==> src/rtl/sap_out_display.sv <==
// Board-side display for the SAP output register: a serial double-dabble engine turns each new
// 8-bit value into three BCD digits, which drive a multiplexed 3-digit seven-segment display.
module sap_out_display #(
  parameter int REFRESH_DIV    = 1000,
  parameter bit SEG_ACTIVE_LOW = 1'b1,
  parameter bit BLANK_LZ       = 1'b1
) (
  input  logic        clk,
  input  logic        reg_clr,
  input  logic        en,
  input  logic [7:0]  out_data,
  output logic [11:0] bcd,
  output logic        valid,
  output logic        busy,
  output logic [6:0]  seg,
  output logic [2:0]  an
);

  localparam logic [1:0] ST_IDLE  = 2'd0;
  localparam logic [1:0] ST_SHIFT = 2'd1;
  localparam logic [1:0] ST_DONE  = 2'd2;

  localparam int            CW      = (REFRESH_DIV > 2) ? $clog2(REFRESH_DIV) : 1;
  localparam logic [CW-1:0] CNT_MAX = CW'(REFRESH_DIV - 1);
  localparam logic [6:0]    SEG_OFF = SEG_ACTIVE_LOW ? 7'h7F : 7'h00;

  logic [1:0]    state;
  logic [7:0]    last_val;
  logic [19:0]   shreg;     // {hundreds, tens, ones, binary}
  logic [2:0]    bit_cnt;
  logic          start;
  logic [CW-1:0] cnt;
  logic [1:0]    idx;
  logic [1:0]    idx_next;
  logic [3:0]    nib;
  logic          blank;
  logic [6:0]    seg_next;

  // One double-dabble step: correct every BCD nibble >= 5, then shift the whole register left.
  function automatic logic [19:0] dabble(input logic [19:0] v);
    logic [19:0] t;
    t = v;
    for (int k = 0; k < 3; k++) begin
      if (t[8+4*k +: 4] >= 4'd5) t[8+4*k +: 4] = t[8+4*k +: 4] + 4'd3;
    end
    return {t[18:0], 1'b0};
  endfunction

  function automatic logic [6:0] seg_decode(input logic [3:0] d);
    case (d)
      4'd0:    return 7'b0111111;
      4'd1:    return 7'b0000110;
      4'd2:    return 7'b1011011;
      4'd3:    return 7'b1001111;
      4'd4:    return 7'b1100110;
      4'd5:    return 7'b1101101;
      4'd6:    return 7'b1111101;
      4'd7:    return 7'b0000111;
      4'd8:    return 7'b1111111;
      4'd9:    return 7'b1101111;
      default: return 7'b0000000;
    endcase
  endfunction

  assign start = (state == ST_IDLE) && en && (out_data != last_val);
  assign busy  = (state != ST_IDLE);

  // NOTE: sequential state uses non-blocking (<=) so every register samples pre-edge values.
  always_ff @(posedge clk or posedge reg_clr) begin
    if (reg_clr) begin
      state    <= ST_IDLE;
      last_val <= 8'h00;
      shreg    <= 20'h0_0000;
      bit_cnt  <= 3'd0;
      bcd      <= 12'h000;
      valid    <= 1'b0;
    end else begin
      valid <= 1'b0;
      case (state)
        ST_IDLE: begin
          if (start) begin
            shreg    <= {12'h000, out_data};
            last_val <= out_data;
            bit_cnt  <= 3'd0;
            state    <= ST_SHIFT;
          end
        end
        ST_SHIFT: begin
          shreg   <= dabble(shreg);
          bit_cnt <= bit_cnt + 3'd1;
          if (bit_cnt == 3'd7) state <= ST_DONE;
        end
        ST_DONE: begin
          bcd   <= shreg[19:8];
          valid <= 1'b1;
          state <= ST_IDLE;
        end
        default: state <= ST_IDLE;
      endcase
    end
  end

  // an and seg are registered from the next index so they switch on the same edge as idx.
  // NOTE: every signal assigned in always_comb gets a default first, so no latch is inferred.
  always_comb begin
    idx_next = idx;
    if (en && cnt == CNT_MAX) idx_next = (idx == 2'd2) ? 2'd0 : idx + 2'd1;

    nib   = bcd[3:0];
    blank = 1'b0;
    case (idx_next)
      2'd1: begin
        nib   = bcd[7:4];
        blank = BLANK_LZ && (bcd[11:8] == 4'd0) && (bcd[7:4] == 4'd0);
      end
      2'd2: begin
        nib   = bcd[11:8];
        blank = BLANK_LZ && (bcd[11:8] == 4'd0);
      end
      default: ;
    endcase

    if (blank)               seg_next = SEG_OFF;
    else if (SEG_ACTIVE_LOW) seg_next = ~seg_decode(nib);
    else                     seg_next = seg_decode(nib);
  end

  always_ff @(posedge clk or posedge reg_clr) begin
    if (reg_clr) begin
      cnt <= '0;
      idx <= 2'd0;
      an  <= 3'b111;
      seg <= SEG_OFF;
    end else if (en) begin
      cnt <= (cnt == CNT_MAX) ? '0 : cnt + 1'b1;
      idx <= idx_next;
      an  <= ~(3'b001 << idx_next);
      seg <= seg_next;
    end else begin
      an  <= 3'b111;
      seg <= SEG_OFF;
    end
  end

endmodule

==> config.mk <==
export PLATFORM = sky130hd
export DESIGN_NAME = sap_out_display
export DESIGN_NICKNAME = d
export VERILOG_FILES = /design/src/rtl/sap_out_display.sv
export SDC_FILE = /design/constraint.sdc
export NUM_CORES = 1
export LEC_CHECK = 0
export CORE_ASPECT_RATIO = 0.6
export CORE_UTILIZATION = 45
export CTS_CLUSTER_DIAMETER = 200
export DETAILED_ROUTE_END_ITERATION = 7
export PLACE_DENSITY = 0.61
export SETUP_SLACK_MARGIN = 0.3
export SLEW_MARGIN = 15
export SYNTH_ARGS = -nofsm -noshare
export SYNTH_HDL_FRONTEND = slang
export SYNTH_SLANG_ARGS = --single-unit
==> constraint.sdc <==
create_clock -name clk -period 3.6 [get_ports clk]
set_clock_uncertainty 0.05 [all_clocks]
set_input_delay 0.54 -clock clk [delete_from_list [all_inputs] [get_ports clk]]
set_output_delay 0.54 -clock clk [all_outputs]
set_load 0.01 [all_outputs]
==> run_results.csv <==
group,metric,value,unit
layout,antenna_cells,0,
detailed_routing,via_per_inst,5.112,
cts,cts_root_buf,"clkbuf_16",
critical_path,startpoint_type,"input port",
floorplanning,rows,24,
sta,fin_crit_sh,0.8739,
place,io_buffer_count,34,
global_route,overflow,0,
global_route,grt_pass1_vias,2355,
sta,fin_setup_tns,0,ns
synthesis,yosysWarnings,0,
power,p_clk_frac,0.253,
synthesis,synthCells,330,
detailed_routing,vias,2500,
floorplanning,io_pins,35,
cts,cts_tree,"yes",
cts,clock_sinks,68,
synthesis,synth_area_leaders,"dfrtp_1 41%, dfstp_2 7.4%, ha_1 6.0%, nand2_1 4.7%, mux2_2 3.8%",
layout,drive_gt1_frac,0.2390,
synthesis,synth_top_area_cell,"dfrtp_1",
synthesis,synth_edf_count,0,
detailed_routing,postRouteAntennaNets,0,
floorplanning,initial_utilization,0.4779,
detailed_routing,initialDrtViolationCount,151,
power,powerDensity,830.4,nW/um2
sta,rsz0062_at_grt,"no",
floorplanning,die-area,8313,um2
detailed_routing,drt_wl_total,7501,um
synthesis,yosysSeqAreaShare,0.4797,
detailed_routing,avgRoutedWirePerCell,15.34,um
sta,slew_violations,0,
outcome,status,"complete, no violations",
critical_path,critical_path.startpoint,"en",
synthesis,ys_types,50,
synthesis,ys.flop_type,"dfrtp_1",
synthesis,syn-num-nets,358,
floorplanning,die_w,117.0,um
global_route,grt_pass1_wl,11910,um
global_route,grt_use_total,0.1951,
job,cap_violations,0,
power,intPower,2.398,mW
detailed_routing,first_pass_iters,4,
floorplanning,die_h,71.03,um
floorplanning,core_area,7477,um2
critical_path,crit_type,"input port to flop",
cts,insertion_delay,0.34,ns
sta,tightest_slew,1.152,ns
critical_path,path_max_fanout,4,
worst_hold_path,hp-class,"flop to flop",
global_route,grt_max_degree,36,
sta,hold_violations,0,
critical_path,timing.rr.start,"cnt[0]",
synthesis,yosysMostFrequentCell,"dfrtp_1",
power,p_switching,1.324,mW
synthesis,synth_top_area_share,0.4062,
cts,htree_levels,3,
power,swShare,0.3558,
synthesis,synth_area_per_cell,10.83,um2
cts,cts_buffers,9,
sta,slew_headroom,0.2302,
layout,num-nets-final,408,
place,place_hpwl,5097,um
worst_hold_path,min_from,"shreg[0]",
layout,fillers,628,
synthesis,yosys-top-cells-count,"58 x dfrtp_1, 45 x nand2_1, 22 x inv_1",
place,place_area,4095,um2
critical_path,arrival,3.36,ns
power,ir_worst_vdd,413.1,uV
detailed_routing,drcViolationCount,0,
synthesis,synth_seq_cells,68,
synthesis,async_reset_ff_frac,1.000,
critical_path,crit_required,3.82,ns
cts,cts_buffer_depth,2,
critical_path,critPathCaptureType,"flop",
layout,fin_area,4483,um2
layout,area_growth,25.46,%
sta,clock.fmax,317.9,MHz
sta,setup_viol,0,
global_route,antenna_found_initial,0,
cts,cts.clk_slew.worst_paths,0.06,ns
place,place.gp.congestion,0.8022,
power,pwr-share-seq,0.358,
sta,fin_crit,3.146,ns
power,p_comb_frac,0.389,
power,p_leak,1.943,nW
synthesis,netlist_area,3573,um2
==> through the flow <==
step	hold slack, ns	worst slack [ns]	util	total power [mW]	instances
after floorplan	0.3984	0.5665	-	2.291	330
after global placement	0.4181	0.07770	0.5477	2.726	470
after detailed placement	0.4218	0.01722	0.5477	2.748	470
after CTS	0.4358	0.3088	0.5902	3.708	486
after global routing	0.4540	0.2455	0.5996	3.970	489
final	0.4338	0.4540	0.5996	3.723	489
==> per-layer routing <==
layer  track usage  part of all wire  up-vias
li1              -                 -     1259
met1        0.3001              0.56     1199
met2        0.2505              0.39       36
met3       0.06855             0.043        6
met4       0.06329            0.0083        0
met5             0                 0        -
==> layout make-up <==
class	count	area [um2]	share of cell area
clock buffer	10	229.0	0.05107
clock inverter	6	88.84	0.01982
inverter	22	82.58	0.01842
multi-input combinational	226	1743	0.3888
sequential	68	1714	0.3824
tap	104	130.1	0.02903
timing repair buffer	53	495.5	0.1105
==> state kept, by name, indices dropped and copies added, names as in the netlist <==
signal and cells:
idx 2, state 2, bit_cnt 3, valid 1, shreg 20, last_val 8
seg 7, cnt 10, an 3, bcd 12
==> placed cells by master (no fill, tap or decap), types with 2 or more instances in the layout <==
cell,instances
mux2_2,12
clkbuf_16,9
nand3_1,2
a21oi_1,4
nand2b_1,7
a21oi_2,3
o21ai_1,16
nor4b_1,3
o211ai_2,7
dfrtp_1,58
buf_4,18
o211ai_1,12
and2_1,2
o32ai_1,2
inv_2,2
a21o_1,3
bufinv_16,2
a22oi_1,3
clkinvlp_4,2
xnor2_1,11
nor2_1,13
dfstp_2,10
o22ai_2,6
mux2i_1,5
nand4_1,4
nand2_1,45
clkdlybuf4s50_1,34
a31oi_1,4
xor2_1,7
ha_1,15
inv_1,20
o21ai_0,10
xnor2_2,4
==> worst max-delay path: stages <==
cell             delay [ns]
clkdlybuf4s50_1        0.47
and4bb_2               0.26
nor3b_4                0.26
mux2_2                 0.39
inv_2                  0.09
ha_1                   0.18
a22oi_1                0.09
a21oi_2                0.25
inv_1                  0.12
ha_1                   0.24
mux2_1                 0.33
o211ai_2               0.14
==> repair_timing <==
item,in CTS,in global routing
hold buffers,0,0
endpoints found under the setup margin,0,7
endpoints found under the hold margin,0,0
buffers inserted,0,3
gates resized for setup,0,11
==> power groups by stage <==
stage	Sequential [mW]	Clock [mW]	Combinational (mW)
finish	1.33	0.942	1.45
global route	1.37	0.995	1.60
CTS	1.33	0.958	1.42
detailed placement	1.34	0	1.41
global placement	1.34	0	1.39
floorplan	1.31	0	0.983
==> logic make-up (layout without fill, tap and decap cells) <==
kind of cell,Yosys count,after routing,synth area share
compound gates,81,81,0.1698
xor+xnor,22,22,0.06232
simple gates,88,88,0.1278
flops,68,68,0.4797
buf+inv,36,91,0.04587
fa+ha+maj,17,17,0.05952
mux,18,18,0.05497
==> worst paths after layout <==
kind                                     to  slack (ns)  cells past startpoint
worst max-delay path                 seg[5]        0.45                     12
worst min register to register     shreg[1]        0.43                      2
worst min-delay path               shreg[1]        0.43                      2
max in group asynchronous            seg[5]        2.17                      3
worst max register to register       seg[5]        0.53                     12
min in group asynchronous       last_val[2]        0.61                      2
(Power assumes the default switching activity.)
